`src/rtl/nickjhay_readout_seq_if.sv`:
```
// Debug-output bus of the readout/greeting sequencer: register-file read port
// plus the beat stream. The sequencer is the master.
interface nickjhay_readout_seq_if #(
  parameter int WORD_W = 16,
  parameter int NREGS  = 8,
  parameter int OUT_W  = 8
);
  localparam int AW = $clog2(NREGS);

  logic [AW-1:0]     reg_rd_addr_o;
  logic [WORD_W-1:0] reg_rd_data_i;
  logic [OUT_W-1:0]  out_data_o;
  logic              out_valid_o;
  logic              busy_o;

  modport master (
    output reg_rd_addr_o,
    output out_data_o,
    output out_valid_o,
    output busy_o,
    input  reg_rd_data_i
  );

  modport slave (
    input  reg_rd_addr_o,
    input  out_data_o,
    input  out_valid_o,
    input  busy_o,
    output reg_rd_data_i
  );
endinterface

```
`src/rtl/nickjhay_readout_seq.sv`:
```
// Readout/greeting sequencer: dumps the register file MSB-chunk first, or says "hi".
// Optional trailing XOR checksum beat enabled by defining READOUT_CHECKSUM_EN.
module nickjhay_readout_seq #(
  parameter int WORD_W = 16,
  parameter int NREGS  = 8,
  parameter int OUT_W  = 8
) (
  input  logic                    clk,
  input  logic                    rst,
  input  logic                    readout_i,
  input  logic                    sayhi_i,
  nickjhay_readout_seq_if.master  bus
);
  localparam int BEATS = WORD_W / OUT_W;
  localparam int AW    = $clog2(NREGS);
  localparam int BW    = (BEATS > 1) ? $clog2(BEATS) : 1;

  typedef enum logic [2:0] {
    S_IDLE,
    S_FETCH,
    S_SHIFT,
    S_HI0,
    S_HI1
`ifdef READOUT_CHECKSUM_EN
    , S_CSUM
`endif
  } state_e;

  state_e             state_q, state_d;
  logic [AW-1:0]      r_q, r_d;
  logic [BW-1:0]      b_q, b_d;
  logic [WORD_W-1:0]  sreg_q, sreg_d;
  logic               ro_q, ro_d;
  logic               hi_q, hi_d;
  logic [OUT_W-1:0]   out_data_q, out_data_d;
  logic               out_valid_q, out_valid_d;
  logic               busy_q, busy_d;
`ifdef READOUT_CHECKSUM_EN
  logic [OUT_W-1:0]   csum_q, csum_d;
`endif

  logic               ro_edge, hi_edge;
  logic [WORD_W-1:0]  shifted;

  assign ro_edge = readout_i & ~ro_q;
  assign hi_edge = sayhi_i & ~hi_q;
  assign shifted = sreg_q << OUT_W;

  // Outputs are registered one step ahead: out_data_d is the beat the next state presents.
  // NOTE: every variable assigned in always_comb gets a default first, so no path infers a latch.
  always_comb begin
    state_d     = state_q;
    r_d         = r_q;
    b_d         = b_q;
    sreg_d      = sreg_q;
    ro_d        = readout_i;
    hi_d        = sayhi_i;
    out_data_d  = '0;
    out_valid_d = 1'b0;
`ifdef READOUT_CHECKSUM_EN
    csum_d      = csum_q;
`endif

    case (state_q)
      S_IDLE: begin
        if (ro_edge) begin
          state_d = S_FETCH;
          r_d     = '0;
`ifdef READOUT_CHECKSUM_EN
          csum_d  = '0;
`endif
        end else if (hi_edge) begin
          state_d     = S_HI0;
          out_data_d  = OUT_W'(8'h68);
          out_valid_d = 1'b1;
        end
      end

      S_FETCH: begin
        sreg_d      = bus.reg_rd_data_i;
        b_d         = '0;
        state_d     = S_SHIFT;
        out_data_d  = bus.reg_rd_data_i[WORD_W-1 -: OUT_W];
        out_valid_d = 1'b1;
      end

      S_SHIFT: begin
        sreg_d = shifted;
        b_d    = b_q + BW'(1);
`ifdef READOUT_CHECKSUM_EN
        csum_d = csum_q ^ sreg_q[WORD_W-1 -: OUT_W];
`endif
        if (b_q == BW'(BEATS - 1)) begin
          b_d = '0;
          if (r_q < AW'(NREGS - 1)) begin
            r_d     = r_q + AW'(1);
            state_d = S_FETCH;
          end else begin
            // Parking r at 0 keeps the read address quiet outside a dump.
            r_d = '0;
`ifdef READOUT_CHECKSUM_EN
            state_d     = S_CSUM;
            out_data_d  = csum_d;
            out_valid_d = 1'b1;
`else
            state_d     = S_IDLE;
`endif
          end
        end else begin
          out_data_d  = shifted[WORD_W-1 -: OUT_W];
          out_valid_d = 1'b1;
        end
      end

      S_HI0: begin
        state_d     = S_HI1;
        out_data_d  = OUT_W'(8'h69);
        out_valid_d = 1'b1;
      end

      S_HI1: state_d = S_IDLE;

`ifdef READOUT_CHECKSUM_EN
      S_CSUM: state_d = S_IDLE;
`endif

      default: state_d = S_IDLE;
    endcase

    busy_d = (state_d != S_IDLE);
  end

  // NOTE: sequential state uses non-blocking assignments so every flop samples pre-edge values.
  always_ff @(posedge clk or posedge rst) begin
    if (rst) begin
      state_q     <= S_IDLE;
      r_q         <= '0;
      b_q         <= '0;
      sreg_q      <= '0;
      ro_q        <= 1'b0;
      hi_q        <= 1'b0;
      out_data_q  <= '0;
      out_valid_q <= 1'b0;
      busy_q      <= 1'b0;
`ifdef READOUT_CHECKSUM_EN
      csum_q      <= '0;
`endif
    end else begin
      state_q     <= state_d;
      r_q         <= r_d;
      b_q         <= b_d;
      sreg_q      <= sreg_d;
      ro_q        <= ro_d;
      hi_q        <= hi_d;
      out_data_q  <= out_data_d;
      out_valid_q <= out_valid_d;
      busy_q      <= busy_d;
`ifdef READOUT_CHECKSUM_EN
      csum_q      <= csum_d;
`endif
    end
  end

  assign bus.reg_rd_addr_o = r_q;
  assign bus.out_data_o    = out_data_q;
  assign bus.out_valid_o   = out_valid_q;
  assign bus.busy_o        = busy_q;

endmodule

```
`src/flat_wrapper.sv`:
```
// flat-port wrapper written by rule: the top's interface ports become plain ports
module nickjhay_readout_seq_flat 
#(
  parameter int WORD_W = 16,
  parameter int NREGS  = 8,
  parameter int OUT_W  = 8
)
  (clk, rst, readout_i, sayhi_i, bus_reg_rd_addr_o, bus_out_data_o, bus_out_valid_o, bus_busy_o, bus_reg_rd_data_i);
  nickjhay_readout_seq_if #(.WORD_W(WORD_W), .NREGS(NREGS), .OUT_W(OUT_W)) bus_i ();
  input  logic clk;
  input  logic rst;
  input  logic readout_i;
  input  logic sayhi_i;
  output wire logic [$bits(bus_i.reg_rd_addr_o)-1:0] bus_reg_rd_addr_o;
  output wire logic [$bits(bus_i.out_data_o)-1:0] bus_out_data_o;
  output wire logic [$bits(bus_i.out_valid_o)-1:0] bus_out_valid_o;
  output wire logic [$bits(bus_i.busy_o)-1:0] bus_busy_o;
  input wire logic [$bits(bus_i.reg_rd_data_i)-1:0] bus_reg_rd_data_i;
  assign bus_reg_rd_addr_o = bus_i.reg_rd_addr_o;
  assign bus_out_data_o = bus_i.out_data_o;
  assign bus_out_valid_o = bus_i.out_valid_o;
  assign bus_busy_o = bus_i.busy_o;
  assign bus_i.reg_rd_data_i = bus_reg_rd_data_i;
  nickjhay_readout_seq #(.WORD_W(WORD_W), .NREGS(NREGS), .OUT_W(OUT_W)) u_core (.clk(clk), .rst(rst), .readout_i(readout_i), .sayhi_i(sayhi_i), .bus(bus_i));
endmodule
```
`config.mk`:
```
export PLATFORM = sky130hd
export DESIGN_NAME = nickjhay_readout_seq_flat
export DESIGN_NICKNAME = d
export VERILOG_FILES = /design/src/rtl/nickjhay_readout_seq_if.sv /design/src/rtl/nickjhay_readout_seq.sv /design/src/flat_wrapper.sv
export SDC_FILE = /design/constraint.sdc
export NUM_CORES = 1
export LEC_CHECK = 0
export CAP_MARGIN = 0
export CORE_MARGIN = 2
export CORE_UTILIZATION = 45
export CTS_BUF_LIST = sky130_fd_sc_hd__clkbuf_8 sky130_fd_sc_hd__clkbuf_16
export CTS_CLUSTER_DIAMETER = 30
export DETAILED_ROUTE_END_ITERATION = 16
export GPL_ROUTABILITY_DRIVEN = 0
export HOLD_SLACK_MARGIN = 0.1
export PLACE_DENSITY_LB_ADDON = 0.12
export SKIP_CTS_REPAIR_TIMING = 1
export SLEW_MARGIN = 0
export SYNTH_ARGS = -nofsm -noshare
export SYNTH_HDL_FRONTEND = slang
export SYNTH_SLANG_ARGS = --single-unit
```
`constraint.sdc`:
```
create_clock -name clk -period 3.1 [get_ports clk]
set_clock_uncertainty 0.15 [all_clocks]
set_input_delay 0.62 -clock clk [delete_from_list [all_inputs] [get_ports clk]]
set_output_delay 0.62 -clock clk [all_outputs]
set_load 0.005 [all_outputs]
```
==> impl_metrics.yaml <==
route:
  finalWirelength_um: 2690
  drcViolationCount: 0
  vias_per_cell: 5.60
  dr.pass1.iters: 4
  drt_iter0_markers: 22
  avgRoutedWirePerCell_um: 15.3
  ant_nets: 0
  vias: 985
grt:
  track_usage_pct: 18.0
  overflow: 0
  antenna_found_initial: 0
  grt_pass1_vias: 928
  grt_first_pass_wirelength_um: 4440
  grt_max_degree: 30
final_layout:
  nets: 168
  syn_to_final_growth_pct: 29.8
  layout-drive-gt1-share_pct: 4.11
  n_antenna_cell: 0
power_and_ir_drop:
  power.switching_mw: 0.542
  swShare_pct: 37.2
  power_leakage_nw: 0.712
  intPower_mw: 0.913
  power.total_mw: 1.46
  peakVddDrop_mv: 0.575
  comb_power_share_pct: 39.0
  powerDensity_nw_per_um2: 911
  clkPwrFrac_pct: 13.3
  power_frac_seq_pct: 47.7
setup_path:
  rrSetupSlack_ns: 1.11
  cp_top_family: "buffers and inverters"
  endpoint_kind: "output pin"
  arrival_ns: 1.28
  cpMaxStageDelayCell: "clkdlybuf4s50_1"
  max_stage_delay_ns: 0.54
  crit_fanout: 6
  cp-start-kind: "flop"
  worst-path-buf-inv: 1
  crit_chain: "clkdlybuf4s50_1"
  critPathRequiredTime_ns: 2.33
  path_class: "flop to output pin"
synthesis:
  yosys_register_bits: 27
  yosysSeqAreaShare_pct: 54.9
  syn-num-nets: 138
  synth_edf_count: 0
  synth_area_um2: 1230
  synth.avg_cell_area_um2: 10.5
  synth-main-ff-cell: "dfrtp_1"
  yosys_warnings: 0
  synth_cells: 117
  yosysUniqueCellTypes: 25
  synthArstFlopShare_pct: 100
floorplan:
  pin_count: 33
  fp.coreArea_um2: 2540
  die_w_um: 56.3
  rows: 18
  start_util_pct: 48.4
  die_h_um: 56.3
  die_area_um2: 3170
clock_tree:
  cts_sinks: 27
  clkTransAtPathRegs_ns: 0.09
  cts_buffer_depth: 2
  htree_levels: 1
  numCtsBuffers: 3
  cts_root_buffer: "clkbuf_8"
  cts_tree: "built"
  clock_latency_ns: 0.27
run_status:
  status: "finished clean"
timing:
  slew_headroom_pct: 41.8
  finalSetupTns_ns: 0
  finalMaxSlewViolations: 0
  hold_viol: 0
  period_needed_ns: 2.05
  tightest_slew_ns: 0.873
  fmax_ghz: 0.489
  rsz0062_at_grt: "no"
  finalCritPeriodShare_pct: 66.0
  setup_viol: 0
job:
  cap_violations: 0
place:
  hpwl_um: 1850
  io_buffers: 32
hold_path:
  hold_class: "flop to flop"
[path summary, 6_finish.rpt]
path | end | startpoint | cells after the start
max in group asynchronous | u_core.sreg_q[2]$_DFFE_PP0P_ | rst | 3
hold / removal | u_core.bus.reg_rd_addr_o[2]$_DFFE_PP0P_ | u_core.bus.reg_rd_addr_o[2]$_DFFE_PP0P_ | 1
hold reg to reg | u_core.bus.reg_rd_addr_o[2]$_DFFE_PP0P_ | u_core.bus.reg_rd_addr_o[2]$_DFFE_PP0P_ | 1
min in group asynchronous | u_core.hi_q$_DFF_PP0_ | rst | 3
setup reg to reg | u_core.sreg_q[0]$_DFFE_PP0P_ | u_core.state_q[1]$_DFF_PP0_ | 3
setup / recovery | bus_reg_rd_addr_o[0] | u_core.bus.reg_rd_addr_o[0]$_DFFE_PP0P_ | 1
[power by group through the flow]
stage / clock network (mW) / registers, mW / logic (mW)
after detailed placement: 0 / 0.696 / 0.570
after global placement: 0 / 0.682 / 0.550
final: 0.194 / 0.694 / 0.568
after CTS: 0.199 / 0.688 / 0.573
after global routing: 0.213 / 0.717 / 0.633
after floorplan: 0 / 0.581 / 0.451
[layout by cell type (no fill, tap or decap), types with 2 or more instances in the layout]
cell / netlist / final
nor3_1: 3 / 3
dfrtp_1: 27 / 27
a21oi_1: 5 / 5
a31oi_1: 5 / 5
inv_1: 5 / 6
nand2b_1: 2 / 2
nor2_1: 11 / 11
o21ai_0: 6 / 6
a22oi_1: 4 / 4
clkbuf_8: 0 / 3
mux2i_1: 3 / 3
o21bai_1: 2 / 2
nor2b_1: 2 / 2
a22o_1: 17 / 17
clkdlybuf4s50_1: 0 / 32
nand2_1: 9 / 9
[metal layers]
layer	wire, um	vias up	global-route usage (%)
li1	-	489	-
met1	1290	465	24.9
met2	1250	27	27.7
met3	119	4	2.76
met4	35	0	8.16
met5	0	-	0
[flip-flops by register name, indices dropped and copies added (netlist names)]
signal / flops
u_core.bus.busy_o: 1
u_core.bus.out_data_o: 8
u_core.state_q: 3
u_core.sreg_q: 8
u_core.hi_q: 1
u_core.b_q: 1
u_core.bus.reg_rd_addr_o: 3
u_core.bus.out_valid_o: 1
u_core.ro_q: 1
[cells in the mapped netlist (all sizes together), types with 2 or more instances]
master,instances,area [um2]
a22oi,4,30.0
o21bai,2,15.0
o21ai,6,30.0
a22o,17,149
dfrtp,27,676
inv,5,18.8
a21oi,5,25.0
a31oi,5,31.3
nor2b,2,12.5
nand2,9,33.8
nand2b,2,12.5
nor3,4,25.0
clkbuf,2,7.51
nor2,11,41.3
mux2i,3,30.0
buf,6,36.3
[cell families after synthesis]
| kind of cell | after synthesis | synth area share (%) |
|---|---|---|
| compound gates | 42 | 24.6 |
| simple gates | 31 | 12.0 |
| flops | 27 | 54.9 |
| buf+inv | 13 | 5.08 |
| mux | 3 | 2.44 |
| fa+ha+maj | 1 | 1.02 |
[area by class of cell]
cell class / count / area, um2
Clock buffer: 3 / 41.3
Clock inverter: 1 / 3.75
Fill cell: 214 / 947
Inverter: 5 / 18.8
Multi-Input combinational cell: 77 / 493
Sequential cell: 27 / 676
Tap cell: 30 / 37.5
Timing Repair Buffer: 33 / 328
[metrics by stage]
stage | util [%] | worst slack, ns | cells | instance area [um2] | hold WS [ns]
3_5_place_dp | 61.0 | 0.976 | 172 | 1550 | 0.380
2_1_floorplan | - | 1.50 | 117 | 1230 | 0.339
5_1_grt | 62.8 | 0.961 | 176 | 1600 | 0.429
6_report | 62.8 | 1.05 | 176 | 1600 | 0.398
3_3_place_gp | 61.0 | 1.02 | 172 | 1550 | 0.367
4_1_cts | 62.8 | 1.05 | 176 | 1600 | 0.401
No activity file was read; power rests on OpenSTA's default activity.
